==> config.mk <==
export PLATFORM = sky130hd
export DESIGN_NAME = mem_arbiter_flat
export DESIGN_NICKNAME = d
export VERILOG_FILES = /design/src/rtl/mem_arbiter_if.sv /design/src/rtl/mem_arbiter.sv /design/src/flat_wrapper.sv
export SDC_FILE = /design/constraint.sdc
export NUM_CORES = 1
export LEC_CHECK = 0
export CORE_ASPECT_RATIO = 0.75
export CORE_MARGIN = 3
export CORE_UTILIZATION = 39
export CTS_CLUSTER_DIAMETER = 120
export DETAILED_ROUTE_END_ITERATION = 16
export PLACE_DENSITY = 0.95
export SLEW_MARGIN = 5
export SYNTH_ARGS = -nofsm -noshare
export SYNTH_HDL_FRONTEND = slang
export SYNTH_SLANG_ARGS = --single-unit
==> constraint.sdc <==
create_clock -name clk -period 6.6 [get_ports clk]
set_input_delay 1.32 -clock clk [delete_from_list [all_inputs] [get_ports clk]]
set_output_delay 1.32 -clock clk [all_outputs]
set_load 0.05 [all_outputs]
==> src/rtl/mem_arbiter_if.sv <==
// mem_arbiter_if: requester-side bus of the three-way RAM arbiter
interface mem_arbiter_if #(parameter int ADDR_W = 10, parameter int DATA_W = 32);
  logic [2:0]        dev_mem_en;
  logic [2:0]        dev_burst_en;
  logic [2:0]        dev_mem_we;
  logic [ADDR_W-1:0] dev_addr_0, dev_addr_1, dev_addr_2;
  logic [DATA_W-1:0] dev_di_0, dev_di_1, dev_di_2;
  logic [2:0]        dev_do_ack;
  logic [DATA_W-1:0] dev_do;
  logic [2:0]        dev_grant;
  modport master (
    output dev_mem_en, dev_burst_en, dev_mem_we, dev_addr_0, dev_addr_1, dev_addr_2,
           dev_di_0, dev_di_1, dev_di_2,
    input  dev_do_ack, dev_do, dev_grant
  );
  modport slave (
    input  dev_mem_en, dev_burst_en, dev_mem_we, dev_addr_0, dev_addr_1, dev_addr_2,
           dev_di_0, dev_di_1, dev_di_2,
    output dev_do_ack, dev_do, dev_grant
  );
endinterface

==> src/rtl/mem_arbiter.sv <==
// mem_arbiter: round-robin arbiter sharing one synchronous RAM among three requesters
module mem_arbiter #(
  parameter int ADDR_W    = 10,
  parameter int DATA_W    = 32,
  parameter int BURST_LEN = 4
) (
  input  logic              clk,
  input  logic              reset,
  mem_arbiter_if.slave      dev,
  output logic              ram_en,
  output logic              ram_we,
  output logic [ADDR_W-1:0] ram_addr,
  output logic [DATA_W-1:0] ram_di,
  input  logic [DATA_W-1:0] ram_do
);
  localparam int BW = $clog2(BURST_LEN);
  typedef enum logic [1:0] {IDLE, ISSUE, ACK} state_t;
  state_t            state, state_n;
  logic [1:0]        rr_ptr, rr_n, owner, owner_n, p1, p2, pick;
  logic              we_q, we_n, burst_q, burst_n, last;
  logic [ADDR_W-1:0] base, base_n, addr_sel, ram_addr_n;
  logic [BW-1:0]     beat, beat_n;
  logic [DATA_W-1:0] di_sel, ram_di_n;
  logic              ram_en_n, ram_we_n;
  logic [2:0]        ack_n, grant_n;
  // search order starts just after the last owner, so a waiter sees at most two others
  assign p1       = rr_ptr == 2'd2 ? 2'd0 : rr_ptr + 2'd1;
  assign p2       = p1 == 2'd2 ? 2'd0 : p1 + 2'd1;
  assign pick     = dev.dev_mem_en[p1] ? p1 : dev.dev_mem_en[p2] ? p2 : rr_ptr;
  assign addr_sel = pick == 2'd0 ? dev.dev_addr_0 : pick == 2'd1 ? dev.dev_addr_1 : dev.dev_addr_2;
  assign di_sel   = owner_n == 2'd0 ? dev.dev_di_0 : owner_n == 2'd1 ? dev.dev_di_1 : dev.dev_di_2;
  assign last     = !burst_q || beat == BW'(BURST_LEN - 1);
  assign dev.dev_do = ram_do;
  always_ff @(posedge clk) begin
    if (!reset) begin
      state          <= IDLE;
      rr_ptr         <= 2'd2;
      owner          <= 2'd0;
      we_q           <= 1'b0;
      burst_q        <= 1'b0;
      base           <= '0;
      beat           <= '0;
      ram_en         <= 1'b0;
      ram_we         <= 1'b0;
      ram_addr       <= '0;
      ram_di         <= '0;
      dev.dev_do_ack <= 3'b000;
      dev.dev_grant  <= 3'b000;
    end else begin
      state          <= state_n;
      rr_ptr         <= rr_n;
      owner          <= owner_n;
      we_q           <= we_n;
      burst_q        <= burst_n;
      base           <= base_n;
      beat           <= beat_n;
      ram_en         <= ram_en_n;
      ram_we         <= ram_we_n;
      ram_addr       <= ram_addr_n;
      ram_di         <= ram_di_n;
      dev.dev_do_ack <= ack_n;
      dev.dev_grant  <= grant_n;
    end
  end
  always_comb begin
    state_n = state;
    rr_n    = rr_ptr;
    owner_n = owner;
    we_n    = we_q;
    burst_n = burst_q;
    base_n  = base;
    beat_n  = beat;
    unique case (state)
      IDLE: if (|dev.dev_mem_en) begin
        state_n = ISSUE;
        owner_n = pick;
        we_n    = dev.dev_mem_we[pick];
        burst_n = dev.dev_burst_en[pick];
        base_n  = addr_sel;
        beat_n  = '0;
      end
      ISSUE: state_n = ACK;
      ACK: if (last) begin
        state_n = IDLE;
        rr_n    = owner;
        beat_n  = '0;
      end else begin
        state_n = ISSUE;
        beat_n  = beat + BW'(1);
      end
      default: state_n = IDLE;
    endcase
  end
  // RAM and ack outputs are registered, so they are computed from the next state
  always_comb begin
    ram_en_n   = state_n == ISSUE;
    ram_we_n   = ram_en_n && we_n;
    ram_addr_n = ram_en_n ? base_n + ADDR_W'(beat_n) : ram_addr;
    ram_di_n   = ram_en_n ? di_sel : ram_di;
    ack_n      = state_n == ACK ? 3'b001 << owner_n : 3'b000;
    grant_n    = state_n != IDLE ? 3'b001 << owner_n : 3'b000;
  end
endmodule

==> src/flat_wrapper.sv <==
// flat-port wrapper written by rule: the top's interface ports become plain ports
module mem_arbiter_flat 
#(
  parameter int ADDR_W    = 10,
  parameter int DATA_W    = 32,
  parameter int BURST_LEN = 4
)
  (clk, reset, ram_en, ram_we, ram_addr, ram_di, ram_do, dev_dev_mem_en, dev_dev_burst_en, dev_dev_mem_we, dev_dev_addr_0, dev_dev_addr_1, dev_dev_addr_2, dev_dev_di_0, dev_dev_di_1, dev_dev_di_2, dev_dev_do_ack, dev_dev_do, dev_dev_grant);
  mem_arbiter_if #(.ADDR_W(ADDR_W), .DATA_W(DATA_W)) dev_i ();
  input  logic clk;
  input  logic reset;
  output logic ram_en;
  output logic ram_we;
  output logic [ADDR_W-1:0] ram_addr;
  output logic [DATA_W-1:0] ram_di;
  input  logic [DATA_W-1:0] ram_do;
  input wire logic [$bits(dev_i.dev_mem_en)-1:0] dev_dev_mem_en;
  input wire logic [$bits(dev_i.dev_burst_en)-1:0] dev_dev_burst_en;
  input wire logic [$bits(dev_i.dev_mem_we)-1:0] dev_dev_mem_we;
  input wire logic [$bits(dev_i.dev_addr_0)-1:0] dev_dev_addr_0;
  input wire logic [$bits(dev_i.dev_addr_1)-1:0] dev_dev_addr_1;
  input wire logic [$bits(dev_i.dev_addr_2)-1:0] dev_dev_addr_2;
  input wire logic [$bits(dev_i.dev_di_0)-1:0] dev_dev_di_0;
  input wire logic [$bits(dev_i.dev_di_1)-1:0] dev_dev_di_1;
  input wire logic [$bits(dev_i.dev_di_2)-1:0] dev_dev_di_2;
  output wire logic [$bits(dev_i.dev_do_ack)-1:0] dev_dev_do_ack;
  output wire logic [$bits(dev_i.dev_do)-1:0] dev_dev_do;
  output wire logic [$bits(dev_i.dev_grant)-1:0] dev_dev_grant;
  assign dev_i.dev_mem_en = dev_dev_mem_en;
  assign dev_i.dev_burst_en = dev_dev_burst_en;
  assign dev_i.dev_mem_we = dev_dev_mem_we;
  assign dev_i.dev_addr_0 = dev_dev_addr_0;
  assign dev_i.dev_addr_1 = dev_dev_addr_1;
  assign dev_i.dev_addr_2 = dev_dev_addr_2;
  assign dev_i.dev_di_0 = dev_dev_di_0;
  assign dev_i.dev_di_1 = dev_dev_di_1;
  assign dev_i.dev_di_2 = dev_dev_di_2;
  assign dev_dev_do_ack = dev_i.dev_do_ack;
  assign dev_dev_do = dev_i.dev_do;
  assign dev_dev_grant = dev_i.dev_grant;
  mem_arbiter #(.ADDR_W(ADDR_W), .DATA_W(DATA_W), .BURST_LEN(BURST_LEN)) u_core (.clk(clk), .reset(reset), .dev(dev_i), .ram_en(ram_en), .ram_we(ram_we), .ram_addr(ram_addr), .ram_di(ram_di), .ram_do(ram_do));
endmodule
==> results of run 1 <==
==> kinds of logic (layout without fill, tap and decap cells) <==
kind of cell,count (synthesis),in the layout,share of synthesized area [%]
AND/OR/NAND/NOR,160,160,20.0
AO/OA/AOI/OAI,149,149,28.3
flip-flops,70,70,37.9
buffers and inverters,69,210,10.8
adder cells (fa/ha/maj),4,4,1.55
XOR/XNOR,4,4,0.946
multiplexers,2,2,0.541
==> worst max-delay path, stage by stage <==
cell and delay, ns:
sky130_fd_sc_hd__clkdlybuf4s50_1 0.67, sky130_fd_sc_hd__nor3_2 0.12, sky130_fd_sc_hd__or3_4 0.48, sky130_fd_sc_hd__nand2_1 0.74, sky130_fd_sc_hd__nand2_1 0.32, sky130_fd_sc_hd__inv_1 0.43, sky130_fd_sc_hd__o221ai_1 0.22, sky130_fd_sc_hd__o21ai_1 0.22
==> worst paths after layout <==
check / start / endpoint / slack, ns / cells past startpoint
max: dev_dev_mem_en[0] / u_core.ram_di[10] / 2.31 / 8
min: u_core.ram_di[15] / u_core.ram_di[15] / 0.45 / 2
max reg2reg: u_core.rr_ptr[1] / u_core.ram_addr[7] / 3.55 / 7
min reg2reg: u_core.ram_di[15] / u_core.ram_di[15] / 0.45 / 2
==> cell usage after synthesis (all sizes together), types with 2 or more instances <==
master	n
a21boi	2
mux2i	2
buf	38
a21oi	33
clkbuf	24
inv	7
ha	3
a22o	2
a221o	2
nor3	18
xor2	3
o311a	2
o31ai	2
o221ai	10
nand2	68
o2bb2ai	2
and2	15
nand3b	2
nor2	35
nand2b	3
a211oi	4
a221oi	26
o21ai	49
nor2b	7
nand3	6
or3	2
o41ai	2
a21o	2
dfxtp	70
==> final cells by class <==
| class | instances | share of cell area [%] |
|---|---|---|
| timing repair buffer | 188 | 33.2 |
| sequential | 70 | 24.8 |
| inverter | 7 | 0.465 |
| multi-input combinational | 319 | 33.8 |
| clock inverter | 4 | 0.398 |
| clock buffer | 11 | 4.47 |
| tap | 128 | 2.83 |
==> power breakdown <==
part           switching (mW)  internal [mW]
Sequential             0.0343          0.480
Clock                   0.172          0.270
Combinational           0.351          0.225
==> registers in the layout, indices dropped and copies added (netlist names), 3 cells and up <==
| signal | cells |
|---|---|
| u_core.dev.dev_do_ack | 3 |
| u_core.base | 10 |
| u_core.dev.dev_grant | 3 |
| u_core.ram_di | 32 |
| u_core.ram_addr | 10 |
==> metrics by stage <==
stage | hold WS (ns) | cells | utilization, %
floorplan | 0.470 | 458 | -
CTS | 0.457 | 727 | 61.7
finish | 0.452 | 727 | 61.7
detailed placement | 0.450 | 712 | 58.7
global placement | 0.433 | 712 | 58.7
global route | 0.481 | 727 | 61.7
==> layer usage <==
metal  share of wire [%]  up-vias  routed length [µm]
li1                    -     1892                   -
met1                  39     1882                4940
met2                  48      238                6140
met3                  11       36                1360
met4                 2.1        0                 264
met5                   0        -                   0
==> results.py, run 1 <==
metrics = {
    "die": {
        "dieWidth_um": 119,
        "io_pins": 251,
        "die_height_um": 90.4,
        "row_count": 30,
        "initial_utilization_pct": 40.4,
        "die_area_mm2": 0.0107,
        "design.core.area_mm2": 0.00916,
    },
    "layout": {
        "most-common-layout-cells": "sky130_fd_sc_hd__clkdlybuf4s50_1 (186), sky130_fd_sc_hd__dfxtp_1 (70), sky130_fd_sc_hd__nand2_1 (68)",
        "finish.net_count": 768,
        "diodes": 0,
        "fin_area_mm2": 0.00565,
        "synthToLayoutAreaGrowth_pct": 52.7,
        "fill_cells": 815,
        "area.sequential_mm2": 0.00140,
        "multi_input_area_mm2": 0.00191,
        "drive_gt1_share_pct": 4.84,
        "layout.cells.most_common": "sky130_fd_sc_hd__clkdlybuf4s50_1",
    },
    "critical_path": {
        "timing_worst_setup_path_type": "input pin to flop",
        "critical_path_peak_fanout": 31,
        "timing.critical_path.arrival_ns": 4.53,
        "endpoint_kind": "flop",
        "cp-start-kind": "input pin",
        "required_time_of_the_critical_path_ns": 6.84,
    },
    "global_routing": {
        "grtUsageTotal_pct": 23.2,
        "grt_pass1_wl_mm": 20.3,
        "use_met3_pct": 9.02,
        "grt.met2_usage_pct": 40.3,
        "maximum_number_of_pins_on_one_net_before_global_route_repair": 47,
        "antenna_found_initial": 0,
        "grt_pass1_vias": 4101,
        "grtUsageMet1_pct": 26.2,
        "global_route.overflow_total": 0,
        "grt_most_used_layer": "met2",
    },
    "timing": {
        "fmax_mhz": 233,
        "worstMarginPinSlew_ns": 1.23,
        "grt_setup_unrepaired": "no",
        "setup_violating_endpoint_count_in_the_final_report": 0,
        "clock-skew-final_ns": 0.00770,
        "hold_violations": 0,
        "finalSetupTns_ns": 0,
        "fin_worst_setup_slack_ns": 2.31,
        "fin_crit_ns": 4.29,
        "portion_of_the_clock_cycle_consumed_by_the_worst_path_in_the_final_layout_pct": 65.0,
        "timing.max_slew.rel_slack_pct": 17.8,
        "maxSlewViolCount": 0,
    },
    "cts": {
        "cts-htree-levels": 3,
        "cts_setup_buffers": 0,
        "cts_tree": "built",
        "source_to_sink_clock_delay_at_the_later_pin_of_the_worst_skew_pair_ns": 0.32,
        "clkTransAtPathRegs_ns": 0.05,
        "number_of_cells_upsized_or_downsized_after_cts": 0,
        "clkSinkCount": 70,
        "cts_inserted_buffers": 9,
        "cts_max_path_buffers": 2,
        "clock-root-buffer": "sky130_fd_sc_hd__clkbuf_16",
        "cts-hold-fix-buffers": 0,
    },
    "min_path": {
        "worst_hold_path_type": "flop to flop",
    },
    "yosys": {
        "yosysWarningCount": 0,
        "synthCells": 458,
        "yosys.area.top_type_share_pct": 37.9,
        "synthesis.nets": 631,
        "async_reset_ff_share_pct": 0,
        "yosys_most_used_dff": "sky130_fd_sc_hd__dfxtp_1",
        "syn-cell-area_mm2": 0.00370,
        "seq_area_frac_synth_pct": 37.9,
        "netlist_top_cells_area": "sky130_fd_sc_hd__dfxtp_1 (38%), sky130_fd_sc_hd__buf_4 (7.1%), sky130_fd_sc_hd__nand2_1 (6.9%), sky130_fd_sc_hd__a221oi_1 (6.2%), sky130_fd_sc_hd__o21ai_0 (5.4%)",
        "synth_enable_flop_cells": 0,
        "synthesis.area_per_instance_um2": 8.08,
        "yosys_register_bits": 70,
        "synth_cell_types": 55,
        "yosysTopAreaCell": "sky130_fd_sc_hd__dfxtp_1",
    },
    "route": {
        "ant_nets": 0,
        "route.final.wire_length_mm": 12.7,
        "drt-vias-per-instance": 5.57,
        "drt_first_pass_iters": 7,
        "routed_length_per_placed_instance_um": 17.5,
        "drt_drc_violations_left": 0,
        "num_vias": 4048,
        "drt-initial-drc-count": 296,
    },
    "placed_design": {
        "post-dp-hpwl_mm": 9.49,
        "pre_cts_ws_ns": 1.98,
        "place_congestion": 0.875,
        "io_buffer_count": 186,
        "placement.cell_area_mm2": 0.00538,
    },
    "pwr": {
        "pleak_nw": 2.06,
        "maximum_vdd_drop_mv": 0.197,
        "power.density_cell_area_mw_per_mm2": 271,
        "post-layout-total-power_mw": 1.53,
    },
    "outcome": {
        "status": "finished, final reports clean",
    },
    "flow_run": {
        "drv_cap": 0,
    },
}
Power figures use the tool's default switching activity.
==> inputs of run 2 (changes only) <==
--- a/config.mk
+++ b/config.mk
@@ -7,10 +7,10 @@
 export LEC_CHECK = 0
 export CORE_ASPECT_RATIO = 0.75
 export CORE_MARGIN = 3
-export CORE_UTILIZATION = 39
+export CORE_UTILIZATION = 33
 export CTS_CLUSTER_DIAMETER = 120
 export DETAILED_ROUTE_END_ITERATION = 16
-export PLACE_DENSITY = 0.95
+export PLACE_DENSITY = 0.9
 export SLEW_MARGIN = 5
 export SYNTH_ARGS = -nofsm -noshare
 export SYNTH_HDL_FRONTEND = slang
==> constraint.sdc (replaced) <==
create_clock -name clk -period 3.8 [get_ports clk]
set_input_delay 0.76 -clock clk [delete_from_list [all_inputs] [get_ports clk]]
set_output_delay 0.76 -clock clk [all_outputs]
set_load 0.05 [all_outputs]
==> results.py, run 2 (synthesis results as in run 1) <==
metrics = {
    "critical_path": {
        "timing.rr.end": "u_core.ram_addr[8]",
        "critical_path_capture_point": "u_core.ram_addr[8]",
        "setup.reg_to_reg.worst_slack_ns": 0.91,
        "cp-start-kind": "input pin",
        "r2r_cells": 9,
        "startpoint": "dev_dev_mem_en[0]",
        "required_time_of_the_critical_path_ns": 4.00,
        "timing.critical_path.arrival_ns": 3.63,
        "endpoint_kind": "flop",
        "critical_path_peak_fanout": 11,
        "timing_worst_setup_path_type": "input pin to flop",
        "timing.rr.start": "u_core.rr_ptr[0]",
    },
    "pwr": {
        "maximum_vdd_drop_mv": 0.255,
        "power.density_cell_area_mw_per_mm2": 467,
        "pleak_nw": 2.12,
        "post-layout-total-power_mw": 2.70,
    },
    "placed_design": {
        "io_buffer_count": 186,
        "post-dp-hpwl_mm": 10.0,
        "placed_cells_incl_taps": 734,
        "pre_cts_ws_ns": 0.0790,
        "place_congestion": 0.885,
    },
    "timing": {
        "finalSetupTns_ns": 0,
        "portion_of_the_clock_cycle_consumed_by_the_worst_path_in_the_final_layout_pct": 90.1,
        "fmax_mhz": 292,
        "clock-skew-final_ns": 0.00746,
        "hold_violations": 0,
        "grt_setup_unrepaired": "no",
        "fin_worst_setup_slack_ns": 0.375,
        "setup_violating_endpoint_count_in_the_final_report": 0,
        "maxSlewViolCount": 0,
        "fin_crit_ns": 3.43,
        "timing.max_slew.rel_slack_pct": 20.6,
        "worstMarginPinSlew_ns": 1.19,
    },
    "global_routing": {
        "grt_pass1_wl_mm": 19.9,
        "antenna_found_initial": 0,
        "grt_pass1_vias": 4033,
        "global_route.overflow_total": 0,
        "grtUsageTotal_pct": 20.0,
        "maximum_number_of_pins_on_one_net_before_global_route_repair": 43,
    },
    "cts": {
        "cts-htree-levels": 3,
        "cts_inserted_buffers": 9,
        "source_to_sink_clock_delay_at_the_later_pin_of_the_worst_skew_pair_ns": 0.32,
        "clkSinkCount": 70,
        "number_of_cells_upsized_or_downsized_after_cts": 0,
        "cts_max_path_buffers": 2,
        "clkTransAtPathRegs_ns": 0.05,
        "cts-hold-fix-buffers": 0,
        "cts_setup_buffers": 0,
        "cts_tree": "built",
        "clock-root-buffer": "sky130_fd_sc_hd__clkbuf_16",
    },
    "route": {
        "drt-initial-drc-count": 280,
        "drt_first_pass_iters": 4,
        "num_vias": 4059,
        "routed_length_per_placed_instance_um": 17.5,
        "drt-vias-per-instance": 5.43,
        "drt_drc_violations_left": 0,
        "ant_nets": 0,
        "route.final.wire_length_mm": 13.1,
    },
    "layout": {
        "finish.net_count": 782,
        "synthToLayoutAreaGrowth_pct": 55.8,
        "diodes": 0,
        "largest-register": "u_core.ram_di",
        "number_of_flip_flops_in_the_largest_register": 32,
        "most-common-layout-cells": "sky130_fd_sc_hd__clkdlybuf4s50_1 (186), sky130_fd_sc_hd__dfxtp_1 (70), sky130_fd_sc_hd__nand2_1 (68)",
        "biggest_registers_after_layout": "u_core.ram_di x32, u_core.base x10, u_core.ram_addr x10",
        "layout.cells.most_common": "sky130_fd_sc_hd__clkdlybuf4s50_1",
        "drive_gt1_share_pct": 6.55,
        "stdcell_count": 747,
    },
    "die": {
        "design.core.area_mm2": 0.0106,
        "die_height_um": 97.7,
        "die_area_mm2": 0.0125,
        "initial_utilization_pct": 34.9,
        "dieWidth_um": 128,
        "io_pins": 251,
        "row_count": 32,
    },
    "min_path": {
        "worst_hold_path_type": "flop to flop",
    },
    "flow_run": {
        "drv_cap": 0,
    },
    "outcome": {
        "status": "finished, final reports clean",
    },
}
[run 2: metal layers]
metal,global-route usage (%),share of wire (%),up-vias
li1,-,-,1919
met1,23.4,42,1914
met2,33.5,47,212
met3,7.65,10,14
met4,6.61,1.5,0
met5,0,0,-
[run 2: through the flow]
step	cell area, µm²	utilization (%)	hold slack, ns
2_1_floorplan	3700	-	0.470
3_3_place_gp	5500	51.9	0.434
3_5_place_dp	5500	51.9	0.443
4_1_cts	5770	54.4	0.451
5_1_grt	5770	54.4	0.460
6_report	5770	54.4	0.449
[run 2: where the power goes]
part	total [mW]	internal, mW	switching, mW
registers	0.888	0.834	0.0540
logic	1.05	0.423	0.629
clock network	0.755	0.466	0.289
[run 2: worst max-delay path: stages]
cell and delay [ns]:
sky130_fd_sc_hd__clkdlybuf4s50_1 0.57, sky130_fd_sc_hd__or2_1 0.37, sky130_fd_sc_hd__a31oi_4 0.21, sky130_fd_sc_hd__nand2_1 0.07, sky130_fd_sc_hd__a21oi_1 0.13, sky130_fd_sc_hd__a21oi_1 0.05
sky130_fd_sc_hd__o21ai_0 0.25, sky130_fd_sc_hd__ha_1 0.25, sky130_fd_sc_hd__fa_1 0.23, sky130_fd_sc_hd__nand2_1 0.13, sky130_fd_sc_hd__o311a_1 0.33, sky130_fd_sc_hd__a221o_1 0.27
[run 2: worst min-delay path by stage]
stage          slack [ns]  cells past startpoint           endpoint         startpoint
4_1_cts              0.45                      2  u_core.ram_di[17]  u_core.ram_di[17]
6_report             0.45                      2  u_core.ram_di[17]  u_core.ram_di[17]
5_1_grt              0.46                      2  u_core.ram_di[17]  u_core.ram_di[17]
3_3_place_gp         0.43                      2  u_core.ram_di[17]  u_core.ram_di[17]
2_1_floorplan        0.47                      2        u_core.we_q        u_core.we_q
3_5_place_dp         0.44                      2  u_core.ram_di[17]  u_core.ram_di[17]
[run 2: area by class of cell]
cell class              instances  area [µm²]
well taps                     136         170
fillers                       902        4840
clock buffers                  12         256
flip-flops and latches         70        1400
clock inverters                 1        7.51
repair buffers                202        1990
multi-input cells             319        1910
inverters                       7        26.3
